[config.mk]
export PLATFORM = sky130hd
export DESIGN_NAME = pc_gen
export DESIGN_NICKNAME = d
export VERILOG_FILES = /design/src/rtl/pc_gen.sv
export SDC_FILE = /design/constraint.sdc
export NUM_CORES = 1
export LEC_CHECK = 0
export BUFFER_PORTS_ARGS = -buffer_cell sky130_fd_sc_hd__buf_2
export CORE_MARGIN = 2
export CORE_UTILIZATION = 45
export CTS_CLUSTER_DIAMETER = 100
export CTS_CLUSTER_SIZE = 24
export DETAILED_ROUTE_END_ITERATION = 16
export PLACE_DENSITY = 0.73
export SETUP_SLACK_MARGIN = 0.15
export SLEW_MARGIN = 20
export SYNTH_ARGS = -nofsm -noshare
export SYNTH_HDL_FRONTEND = slang
export SYNTH_SLANG_ARGS = --single-unit
[constraint.sdc]
create_clock -name clk -period 2.49 [get_ports clk]
set_clock_uncertainty 0.2 [all_clocks]
set_input_delay 0.249 -clock clk [delete_from_list [all_inputs] [get_ports clk]]
set_output_delay 0.249 -clock clk [all_outputs]
set_load 0.02 [all_outputs]
[src/rtl/pc_gen.sv]
// Fetch-stage program counter: priority select of reset / exception / eret / redirect / stall / increment.
// One-cycle latency from deciding edge to pc; redirects arriving under stall are parked and replayed on release.
module pc_gen #(
    parameter int          WIDTH      = 32,
    parameter logic [31:0] RESET_PC   = 32'h0000_3000,
    parameter logic [31:0] EXC_VECTOR = 32'h0000_4180,
    parameter int          INC        = 4
) (
    input  logic             clk,
    input  logic             reset,
    input  logic             stall,
    input  logic             redir_valid,
    input  logic [WIDTH-1:0] redir_target,
    input  logic             exc_req,
    input  logic             eret,
    input  logic [WIDTH-1:0] epc,
    output logic [WIDTH-1:0] pc,
    output logic [WIDTH-1:0] pc_plus_inc,
    output logic             pend_valid,
    output logic             adel
);

    localparam logic [WIDTH-1:0] L_RESET_PC = WIDTH'(RESET_PC);
    localparam logic [WIDTH-1:0] L_EXC_VEC  = WIDTH'(EXC_VECTOR);
    localparam logic [WIDTH-1:0] L_INC      = WIDTH'(INC);

    logic [WIDTH-1:0] r_pc;
    logic [WIDTH-1:0] r_pend_target;
    logic             r_pend_valid;
    logic [WIDTH-1:0] w_pc_plus_inc;

    assign w_pc_plus_inc = r_pc + L_INC;

    always_ff @(posedge clk) begin
        if (reset) begin
            r_pc          <= L_RESET_PC;
            r_pend_valid  <= 1'b0;
            r_pend_target <= '0;
        end else if (exc_req) begin
            r_pc         <= L_EXC_VEC;
            r_pend_valid <= 1'b0;
        end else if (eret) begin
            r_pc         <= epc;
            r_pend_valid <= 1'b0;
        end else if (stall) begin
            // Newest redirect wins; pc is frozen until the stall releases.
            if (redir_valid) begin
                r_pend_target <= redir_target;
                r_pend_valid  <= 1'b1;
            end
        end else if (redir_valid) begin
            r_pc         <= redir_target;
            r_pend_valid <= 1'b0;
        end else if (r_pend_valid) begin
            r_pc         <= r_pend_target;
            r_pend_valid <= 1'b0;
        end else begin
            r_pc <= w_pc_plus_inc;
        end
    end

    assign pc          = r_pc;
    assign pc_plus_inc = w_pc_plus_inc;
    assign pend_valid  = r_pend_valid;
    assign adel        = |r_pc[1:0];

endmodule

Word level (Yosys, flattened, before mapping)
Index checks and enable logic that the tools add are counted.

Logic and storage cells: 19. Flip-flop bits (word level): 65.

Reduce and logical (&&, ||, !) cells: 4. Mux-type cells: 5. Equal/unequal tests: 2. Bitwise operators: 3. Add/sub/neg operators: 1.

Operator list (number): two-way mux 32 bit (4); adder 32 x 3 -> 32 bit, second input constant (1); two-way mux 15 bit (1); AND reduction 4 bit (1); OR reduction 2 bit (2); OR reduction 4 bit (1); != test 3 x 1 -> 1 bit, second input constant (1); NOT 1 bit (3); != test 2 x 1 -> 1 bit, second input constant (1).

Logic depth before layout (Yosys ltp)
Gate-level depths: netlist (run 1).

Word-level depth: 6. Depth in mapped cells: 8. Mapped depth without buffers: 6.

Worst setup path after synthesis (run 1)
OpenSTA, ideal clock, no wires.

Kind: register to output. From: register r_pc[3] (netlist: pc[3]). To: output pc_plus_inc[20]. Arrival: 2172 ps. Cell stages (with the launch flop): 6. Data required time: 2041 ps. Path slack: -131 ps. Path through: dfxtp_1 -> ha_1 -> nand4_2 -> or4_4 -> or3_4 -> xnor2_1.

Cells in the longest elaborated chain, start to end: 1.

RTL lines: start: declaration (RTL line 27) `logic [WIDTH-1:0] r_pc;`; start signal: assignment (RTL line 43) `r_pc <= epc;`; start signal: assignment (RTL line 52) `r_pc <= redir_target;`; start signal: assignment (RTL line 55) `r_pc <= r_pend_target;`; adder 32 x 3 -> 32 bit (RTL line 32) `assign w_pc_plus_inc = r_pc + L_INC;`; end: declaration (RTL line 18) `output logic [WIDTH-1:0] pc_plus_inc,`.

No other way between the ends.

Final worst setup path (run 1)
From: register r_pc[2] (netlist: pc[2]). To: output pc_plus_inc[19].

The elaborated chain is that of the path after synthesis.

==> out/metrics.yaml, run 1 <==
floorplanning:
  die-area_mm2: 0.00948
  die_h_um: 97.4
  ios: 136
  fp.dieW_um: 97.4
  core_area_mm2: 0.00859
  rows: 34
  start_util_pct: 45.6
power_and_ir_drop:
  p_total_mw: 2.59
  ir_worst_vdd_mv: 0.292
  powerDensity_mw_per_mm2: 435
  power.leakage_nw: 2.53
yosys:
  synth_area_per_cell_um2: 7.66
  yosysWarnings: 0
  synthFlopType: "dfxtp_1"
  ys_ff_latch: 65
  synthesis.instances: 512
  ys_seq_area_share_pct: 33.2
  syn_area_mm2: 0.00392
  synth_nets: 583
  ys_types: 58
  synth_enable_flop_cells: 0
  synthArstFlopShare_pct: 0
status:
  violations: "setup timing"
  status: "complete, but fails checks"
routing:
  wirelength_mm: 15.5
  ant_nets: 0
  drc: 0
  vias: 5062
  firstDrtPassIters: 5
  detail_route.iter0.violations: 543
  viasPerCell: 6.11
  routedWlPerCell_um: 18.8
placed_design:
  place.gp.congestion: 0.969
  io_buffers: 135
  dp_cells: 747
  hpwlAfterDp_mm: 10.7
cts:
  cts_root_buffer: "clkbuf_8"
  clock_sinks: 65
  cts_buffers: 9
  cts_tree: "built"
  clk_pin_slew_worst_paths_ns: 0.07
  htree_num_levels: 3
  clk_latency_ns: 0.35
  clock_path_buffers: 2
timing:
  worst_slack_ns: -0.0697
  hold_viol: 0
  post-route-period-util_pct: 103
  rsz0062_at_grt: "yes"
  worst_pin_slew_ns: 0.820
  fin_setup_tns_ns: -0.139
  setup_violations: 3
  period_minus_slack_ns: 2.56
  slew_viol_final: 0
  max_freq_mhz: 391
  max_slew_margin_pct: 44.9
finish:
  final_util_pct: 69.3
  layoutNonFillerInstCount: 828
  areaGrowthSynthToFinish_pct: 51.8
  num_antenna_cells: 0
  drive_gt1_share_pct: 39.0
  fillers: 695
  layout.nets: 788
worst_setup_path:
  cp_max_fo: 4
  endpoint_kind: "output port"
  cp.arrival_ns: 2.11
  cpPeakStageDelay_ns: 0.46
  path_class: "flip-flop to output port"
  crit_slowest_cell: "or4_4"
  path_cells: "buf_6 -> nand4_1 -> or4_4 -> o31a_1 -> or2_2 -> buf_2"
  r2r-end: "pc[23]"
  r2r-start: "pc[2]"
  crit_family: "simple AND/OR/NAND/NOR gates"
  crit_required_ns: 2.04
  crit_path_start_kind: "flip-flop"
  r2r_slack_ns: 0.20
  crit_buf_inv: 2
  reg2regPathDepth: 8
global_route:
  grt_pass1_wl_mm: 23.4
  grt_usage_pct: 30.8
  grt_max_degree: 39
  grt_overflow: 0
  grt_pass1_vias: 4509
  antenna_found_initial: 0
worst_hold_path:
  hold_path.startpoint: "epc[0]"
  worst_hold_path.num_cells: 3
  hold_path_class: "input pin to flip-flop"
run:
  cap_violations: 0
## timing repair
item	4_1_cts	5_1_grt
hold endpoints to repair	37	0
hold buffers	37	0
endpoints found under the setup margin	21	22
pin swaps	14	25
buffers inserted	23	7
gates resized for setup	47	42
## how the worst max path moves through the flow
stage	startpoint	end	slack, ns	cells past startpoint
3_3_place_gp	pc[2]	pc_plus_inc[20]	0.19	6
2_1_floorplan	pc[3]	pc[14]	0.13	6
4_1_cts	pc[3]	pc_plus_inc[20]	-0.08	6
5_1_grt	pc[2]	pc_plus_inc[19]	-0.12	6
3_5_place_dp	pc[2]	pc_plus_inc[20]	0.14	6
6_report	pc[2]	pc_plus_inc[19]	-0.07	6
## power breakdown
group          switching [mW]  internal [mW]
sequential             0.0447           1.08
combinational           0.370          0.281
clock                   0.413          0.401
## cell usage in the layout, fill, tap and decap left out, types with 7 or more instances in the layout
| cell | netlist | layout |
|---|---|---|
| inv_1 | 11 | 11 |
| a21oi_1 | 50 | 50 |
| a221o_1 | 10 | 10 |
| o211ai_1 | 11 | 11 |
| o31ai_1 | 7 | 7 |
| nor2_1 | 24 | 20 |
| buf_6 | 0 | 11 |
| nand4_1 | 16 | 16 |
| nand2_1 | 89 | 85 |
| dlygate4sd3_1 | 0 | 37 |
| buf_2 | 5 | 120 |
| o21ai_0 | 17 | 17 |
| dfxtp_1 | 65 | 47 |
| xnor2_1 | 19 | 13 |
| a221oi_1 | 14 | 14 |
| nor2b_1 | 7 | 7 |
| buf_4 | 2 | 70 |
| nand3_1 | 15 | 11 |
| nand2b_1 | 9 | 8 |
| nor3_1 | 13 | 7 |
| dfxtp_4 | 0 | 9 |
| clkbuf_8 | 0 | 11 |
| dfxtp_2 | 0 | 9 |
## cell usage after synthesis (11+ instances only)
master / number / area share (%)
a21oi_1: 50 / 6.4
a221oi_1: 14 / 3.1
clkbuf_1: 32 / 3.1
dfxtp_1: 65 / 33
inv_1: 11 / 1.1
nand2_1: 89 / 8.5
nand3_1: 15 / 1.9
nand4_1: 16 / 2.6
nor2_1: 24 / 2.3
nor3_1: 13 / 1.7
o211ai_1: 11 / 2.1
o21ai_0: 17 / 2.2
xnor2_1: 19 / 4.2
## layout make-up
cell class              count  area, um^2  share of cell area [%]
repair buffers            238        1620                    27.2
clock buffers              11         151                    2.54
multi-input cells         391        2640                    44.3
flip-flops and latches     65        1350                    22.6
clock inverters             3        17.5                   0.294
inverters                  12        45.0                   0.757
well taps                 108         135                    2.27
## flip-flops by register name (all words and copies together), names as in the netlist, named ones only
register       count
pend_valid         1
pc                30
r_pend_target     32
## through the flow
step	worst slack [ns]	hold WS, ns	cell area [um^2]
6_report	-0.0697	0.0150	5950
5_1_grt	-0.122	0.0184	5950
4_1_cts	-0.0778	0.00941	5730
3_5_place_dp	0.139	0.246	4870
3_3_place_gp	0.188	0.241	4870
2_1_floorplan	0.129	0.185	3960
## worst min-delay path, cell delays in order
cell      delay (ns)
buf_2           0.08
o211ai_1        0.07
a21oi_1         0.12
## cells by family after synthesis
logic type	Yosys count	synth area share [%]
xor+xnor	24	5.36
fa+ha+maj	1	0.319
buf+inv	56	5.71
simple gates	204	26.1
flops	65	33.2
compound gates	158	28.3
mux	4	1.02
## layer usage
layer / share of wire, % / GRT usage (%)
met2: 46 / 48.8
met1: 39 / 41.0
met5: 0 / 0
met3: 11 / 6.47
met4: 4.0 / 12.4
(Power assumes the default switching activity.)
==> inputs of run 2 (changes only) <==
--- a/config.mk
+++ b/config.mk
@@ -11,8 +11,8 @@
 export CTS_CLUSTER_DIAMETER = 100
 export CTS_CLUSTER_SIZE = 24
 export DETAILED_ROUTE_END_ITERATION = 16
-export PLACE_DENSITY = 0.73
-export SETUP_SLACK_MARGIN = 0.15
+export PLACE_DENSITY = 0.76
+export SETUP_SLACK_MARGIN = 0.1
 export SLEW_MARGIN = 20
 export SYNTH_ARGS = -nofsm -noshare
 export SYNTH_HDL_FRONTEND = slang
==> run 2 against run 1 <==
The flow still finishes with violations (setup timing). Fmax is 1.5% lower. Combinational power is 1% higher. Final cell count is 0.36% higher. First-iteration DRC count is 8.8% lower. Largest power group unchanged.
==> out/metrics.yaml, run 2 (synthesized netlist as in run 1, its figures left out) <==
placed_design:
  hpwlAfterDp_mm: 10.7  # +0.58%
  io_buffers: 135  # unchanged
  dp_cells: 746  # -0.13%
  place.gp.congestion: 1.01  # +3.9%
finish:
  layoutNonFillerInstCount: 831  # +0.36%
  num_antenna_cells: 0  # unchanged
  fillers: 659  # -5.2%
  areaGrowthSynthToFinish_pct: 53.9
  final_common_cell: "buf_2"
  largest_reg_flops: 32  # unchanged
  layout.cells.most_common_list: "121 x buf_2, 87 x nand2_1, 71 x buf_4, 50 x a21oi_1, 48 x dfxtp_1"
  top_register: "r_pend_target"
  final_util_pct: 70.2  # +0.96 points
  layout.nets: 789  # +0.13%
  drive_gt1_share_pct: 39.1  # +0.11 points
worst_setup_path:
  endpoint_kind: "output port"
  crit_path_start_kind: "flip-flop"
  path_class: "flip-flop to output port"
  crit_required_ns: 2.04  # about the same
  cp_max_fo: 5  # +1
  cp.arrival_ns: 2.15  # +0.04 ns
cts:
  cts_tree: "built"
  htree_num_levels: 3  # unchanged
  clk_latency_ns: 0.36  # about the same
  cts_root_buffer: "clkbuf_8"
  clk_pin_slew_worst_paths_ns: 0.08  # about the same
  clock_sinks: 65  # unchanged
  cts_buffers: 9  # unchanged
  clock_path_buffers: 2  # unchanged
global_route:
  grt_overflow: 0  # unchanged
  antenna_found_initial: 0  # unchanged
  grt_pass1_wl_mm: 24.4  # +4.5%
  grt_pass1_vias: 4666  # +3.5%
  grt_max_degree: 39  # unchanged
  grt_usage_pct: 32.2  # +1.5 points
routing:
  viasPerCell: 6.13  # +0.35%
  drc: 0  # unchanged
  firstDrtPassIters: 7  # +2
  ant_nets: 0  # unchanged
  vias: 5098  # +0.71%
  wirelength_mm: 15.9  # +2.5%
  routedWlPerCell_um: 19.2  # +2.2%
  detail_route.iter0.violations: 495  # -8.8%
timing:
  worst_pin_slew_ns: 0.766  # -0.0539 ns
  slew_viol_final: 0  # unchanged
  period_minus_slack_ns: 2.60  # +0.0402 ns
  fin_setup_tns_ns: -0.245  # -0.105 ns
  max_freq_mhz: 385  # -1.5%
  rsz0062_at_grt: "yes"
  setup_violations: 6  # +3
  worst_slack_ns: -0.110  # -0.0402 ns
  hold_viol: 0  # unchanged
  max_slew_margin_pct: 48.6  # +3.6 points
  post-route-period-util_pct: 104  # +1.6 points
power_and_ir_drop:
  powerDensity_mw_per_mm2: 469  # +8.0%
  power.leakage_nw: 2.59  # +2.4%
  ir_worst_vdd_mv: 0.313  # +7.2%
floorplanning:
  rows: 34  # unchanged
  die_h_um: 97.4  # unchanged
  start_util_pct: 45.6  # unchanged
  core_area_mm2: 0.00859  # unchanged
  ios: 136  # unchanged
  fp.dieW_um: 97.4  # unchanged
  die-area_mm2: 0.00948  # unchanged
status:
  status: "complete, but fails checks"
  violations: "setup timing"
run:
  cap_violations: 0  # unchanged
worst_hold_path:
  hold_path_class: "input pin to flip-flop"
==> run 2: worst max-delay path: stages, from the launching register on <==
cell and delay, ns:
dfxtp_4 0.38, ha_4 0.15, nand4_4 0.11, or4_4 0.47, or3_4 0.39, xnor2_2 0.14, buf_4 0.16
==> run 2: final timing paths <==
| kind | end | from | slack, ns | depth (start not counted) |
|---|---|---|---|---|
| setup reg to reg | pc[23] | pc[9] | 0.14 | 8 |
| hold / removal | flip-flop | epc[1] | 0.009 | 3 |
| hold reg to reg | r_pend_target[14] | r_pend_target[14] | 0.25 | 2 |
| setup / recovery | pc_plus_inc[20] | pc[2] | -0.11 | 6 |
==> run 2: through the flow <==
stage / cell area (um^2) / worst slack (ns) / hold WS (ns) / power [mW]
finish: 6030 / -0.110 / 0.00933 / 2.83
global route: 6030 / -0.156 / 0.0220 / 2.92
CTS: 5820 / -0.118 / 0.00666 / 2.79
detailed placement: 4860 / 0.147 / 0.247 / 1.68
global placement: 4860 / 0.195 / 0.241 / 1.67
floorplan: 3940 / 0.105 / 0.185 / 1.45
==> run 2: metal layers <==
metal / track usage (%) / wire length (um) / up-vias
li1: - / - / 2299
met1: 41.8 / 6260 / 2373
met2: 50.4 / 7290 / 349
met3: 7.63 / 1600 / 77
met4: 15.7 / 775 / 0
met5: 0 / 0 / -
==> run 2: power by group <==
part / switching [mW] / total, mW / internal [mW]
clock network: 0.460 / 1.05 / 0.592
registers: 0.0461 / 1.12 / 1.08
logic: 0.373 / 0.658 / 0.285
total: 0.879 / 2.83 / 1.95
==> run 2: layout make-up <==
cell class	instances	area [um^2]	area share, %
inverter	12	45.0	0.746
clock inverter	6	91.3	1.51
clock buffer	10	138	2.28
multi-input combinational	391	2650	43.9
sequential	65	1350	22.3
tap	108	135	2.24
timing repair buffer	239	1630	27.0
==> run 2: repair_timing <==
item | 4_1_cts | 5_1_grt
gates resized for setup | 55 | 32
buffers inserted | 22 | 9
pin swaps | 23 | 21
cloned | 0 | 0
setup endpoints to repair | 21 | 21
hold buffers | 39 | 0
endpoints found under the hold margin | 40 | 0
==> inputs of run 3 (changes only) <==
--- a/config.mk
+++ b/config.mk
@@ -6,11 +6,13 @@
 export NUM_CORES = 1
 export LEC_CHECK = 0
 export BUFFER_PORTS_ARGS = -buffer_cell sky130_fd_sc_hd__buf_2
+export CORE_ASPECT_RATIO = 1.75
 export CORE_MARGIN = 2
 export CORE_UTILIZATION = 45
 export CTS_CLUSTER_DIAMETER = 100
 export CTS_CLUSTER_SIZE = 24
 export DETAILED_ROUTE_END_ITERATION = 16
+export HOLD_SLACK_MARGIN = 0.1
 export PLACE_DENSITY = 0.76
 export SETUP_SLACK_MARGIN = 0.1
 export SLEW_MARGIN = 20
==> run 3 against run 2 <==
The run still ends with setup timing left. Sequential power about the same. Power increased by 4.6%. Wire length increased by 2.3%. Clock power increased by 11%. Non-clock buffer count increased by 17. Sequential share of layout area decreased by 0.67 points. Die area increased by 0.30%. Via count decreased by 0.75%. Critical path type unchanged. Highest routed layer unchanged.
==> out/metrics.yaml, run 3 (synthesized netlist as in run 1, its figures left out) <==
power_and_ir_drop:
  ir_worst_vdd_mv: 0.385  # +23%
  powerDensity_mw_per_mm2: 478  # +1.8%
  p_total_mw: 2.96  # +4.6%
  power.leakage_nw: 2.64  # +1.8%
finish:
  final_util_pct: 72.5  # +2.3 points
  fillers: 691  # +4.9%
  areaGrowthSynthToFinish_pct: 58.2
  drive_gt1_share_pct: 37.6  # -1.5 points
  final_common_cell: "buf_2"
  top_register: "r_pend_target"
  register_area_mm2: 0.00134  # -0.28%
  multi_input_area_mm2: 0.00260  # -1.8%
  layout.nets: 806  # +2.2%
  layout.cells.most_common_list: "123 x buf_2, 87 x nand2_1, 69 x buf_4, 56 x dlygate4sd3_1, 50 x a21oi_1"
  num_antenna_cells: 0  # unchanged
  largest_reg_flops: 32  # unchanged
status:
  status: "complete, but fails checks"
  violations: "setup timing"
placed_design:
  io_buffers: 135  # unchanged
  post-place-ws_ns: 0.151  # +0.00403 ns
  hpwlAfterDp_mm: 11.1  # +3.9%
  place.gp.congestion: 0.972  # -3.4%
routing:
  detail_route.iter0.violations: 373  # -25%
  ant_nets: 0  # unchanged
  routedWlPerCell_um: 19.0  # -0.65%
  drc: 0  # unchanged
  wirelength_mm: 16.3  # +2.3%
  viasPerCell: 5.91  # -3.6%
  firstDrtPassIters: 5  # -2
  vias: 5060  # -0.75%
cts:
  cts_buffers: 9  # unchanged
  clock_path_buffers: 2  # unchanged
  htree_num_levels: 3  # unchanged
  clk_pin_slew_worst_paths_ns: 0.05  # -0.03 ns
  clock_sinks: 65  # unchanged
  clk_latency_ns: 0.34  # -0.02 ns
  cts_tree: "built"
  cts_root_buffer: "clkbuf_16"
timing:
  period_minus_slack_ns: 2.57  # -0.0269 ns
  max_slew_margin_pct: 67.4  # +19 points
  worst_pin_slew_ns: 0.490  # -0.276 ns
  rsz0062_at_grt: "yes"
  hold_viol: 0  # unchanged
  setup_violations: 1  # -5
  max_freq_mhz: 389  # +1.0%
  slew_viol_final: 0  # unchanged
  post-route-period-util_pct: 103  # -1.1 points
  worst_slack_ns: -0.0830  # +0.0269 ns
  whs_ns: 0.106  # +0.0963 ns
floorplanning:
  fp.dieW_um: 74.6  # -23%
  rows: 45  # +32%
  ios: 136  # unchanged
  die-area_mm2: 0.00951  # +0.30%
  core_area_mm2: 0.00856  # -0.41%
  die_h_um: 127  # +31%
  start_util_pct: 45.8  # +0.19 points
run:
  cap_violations: 0  # unchanged
worst_setup_path:
  crit_required_ns: 2.04  # about the same
  crit_path_end: "pc_plus_inc[20]"
  cp_max_fo: 4  # -1
  path_class: "flip-flop to output port"
  cp.arrival_ns: 2.12  # -0.03 ns
  crit_path_start_kind: "flip-flop"
  crit_path_start: "pc[2]"
  r2r_slack_ns: 0.15  # about the same
  r2r-end: "pc[23]"
  reg2regPathDepth: 8  # unchanged
  endpoint_kind: "output port"
  r2r-start: "pc[12]"
global_route:
  grt_max_degree: 33  # -15%
  grt_usage_pct: 34.0  # +1.8 points
  grt_overflow: 0  # unchanged
  antenna_found_initial: 0  # unchanged
  grt_pass1_wl_mm: 24.7  # +1.3%
  grt_pass1_vias: 4786  # +2.6%
worst_hold_path:
  hold_path_class: "input pin to flip-flop"
-- run 3: worst min path at each step --
stage / from / endpoint / slack [ns] / cells after the start
floorplan: redir_target[10] / r_pend_target[10] / 0.18 / 2
global placement: r_pend_target[10] / r_pend_target[10] / 0.24 / 2
detailed placement: r_pend_target[10] / r_pend_target[10] / 0.24 / 2
CTS: epc[18] / pc[18] / 0.10 / 5
global route: epc[24] / pc[24] / 0.14 / 3
finish: epc[11] / pc[11] / 0.11 / 3
-- run 3: power by group --
group	leakage [nW]	switching (mW)	internal [mW]
logic	1.98	0.366	0.300
clock network	0.128	0.476	0.692
registers	0.538	0.0496	1.08
total	2.64	0.891	2.07
-- run 3: through the flow --
step,cells,setup TNS [ns],cell area [um^2]
2_1_floorplan,512,0,3940
3_3_place_gp,756,0,4890
3_5_place_dp,756,0,4890
4_1_cts,847,-0.139,5980
5_1_grt,856,-0.172,6200
6_report,856,-0.0830,6200
-- run 3: area by class of cell --
cell class	instances	area share, %
clock buffer	12	3.97
clock inverter	3	0.282
inverter	12	0.726
multi-input combinational	391	42.0
sequential	65	21.7
tap	117	2.36
timing repair buffer	256	29.0
-- run 3: layer usage --
metal | GRT usage [%] | vias up | wire (um)
met5 | 0 | - | 0
met4 | 20.0 | 0 | 953
met3 | 5.36 | 78 | 1090
met2 | 54.8 | 290 | 8030
met1 | 41.7 | 2357 | 6220
li1 | - | 2335 | -
-- run 3: critical path, stage by stage (launching register included) --
cell and delay [ns]:
dfxtp_4 0.37, ha_4 0.15, nand4_4 0.10, or4_4 0.46, or3_4 0.38, xnor2_2 0.17
buf_4 0.17
-- run 3: timing repair --
item                       CTS  global route
setup endpoints to repair   21            28
setup buffers               20             9
hold endpoints to repair    56             0
hold buffers                56             0
gates resized for setup     37            38
pin swaps                   20            12
gates cloned                 0             0
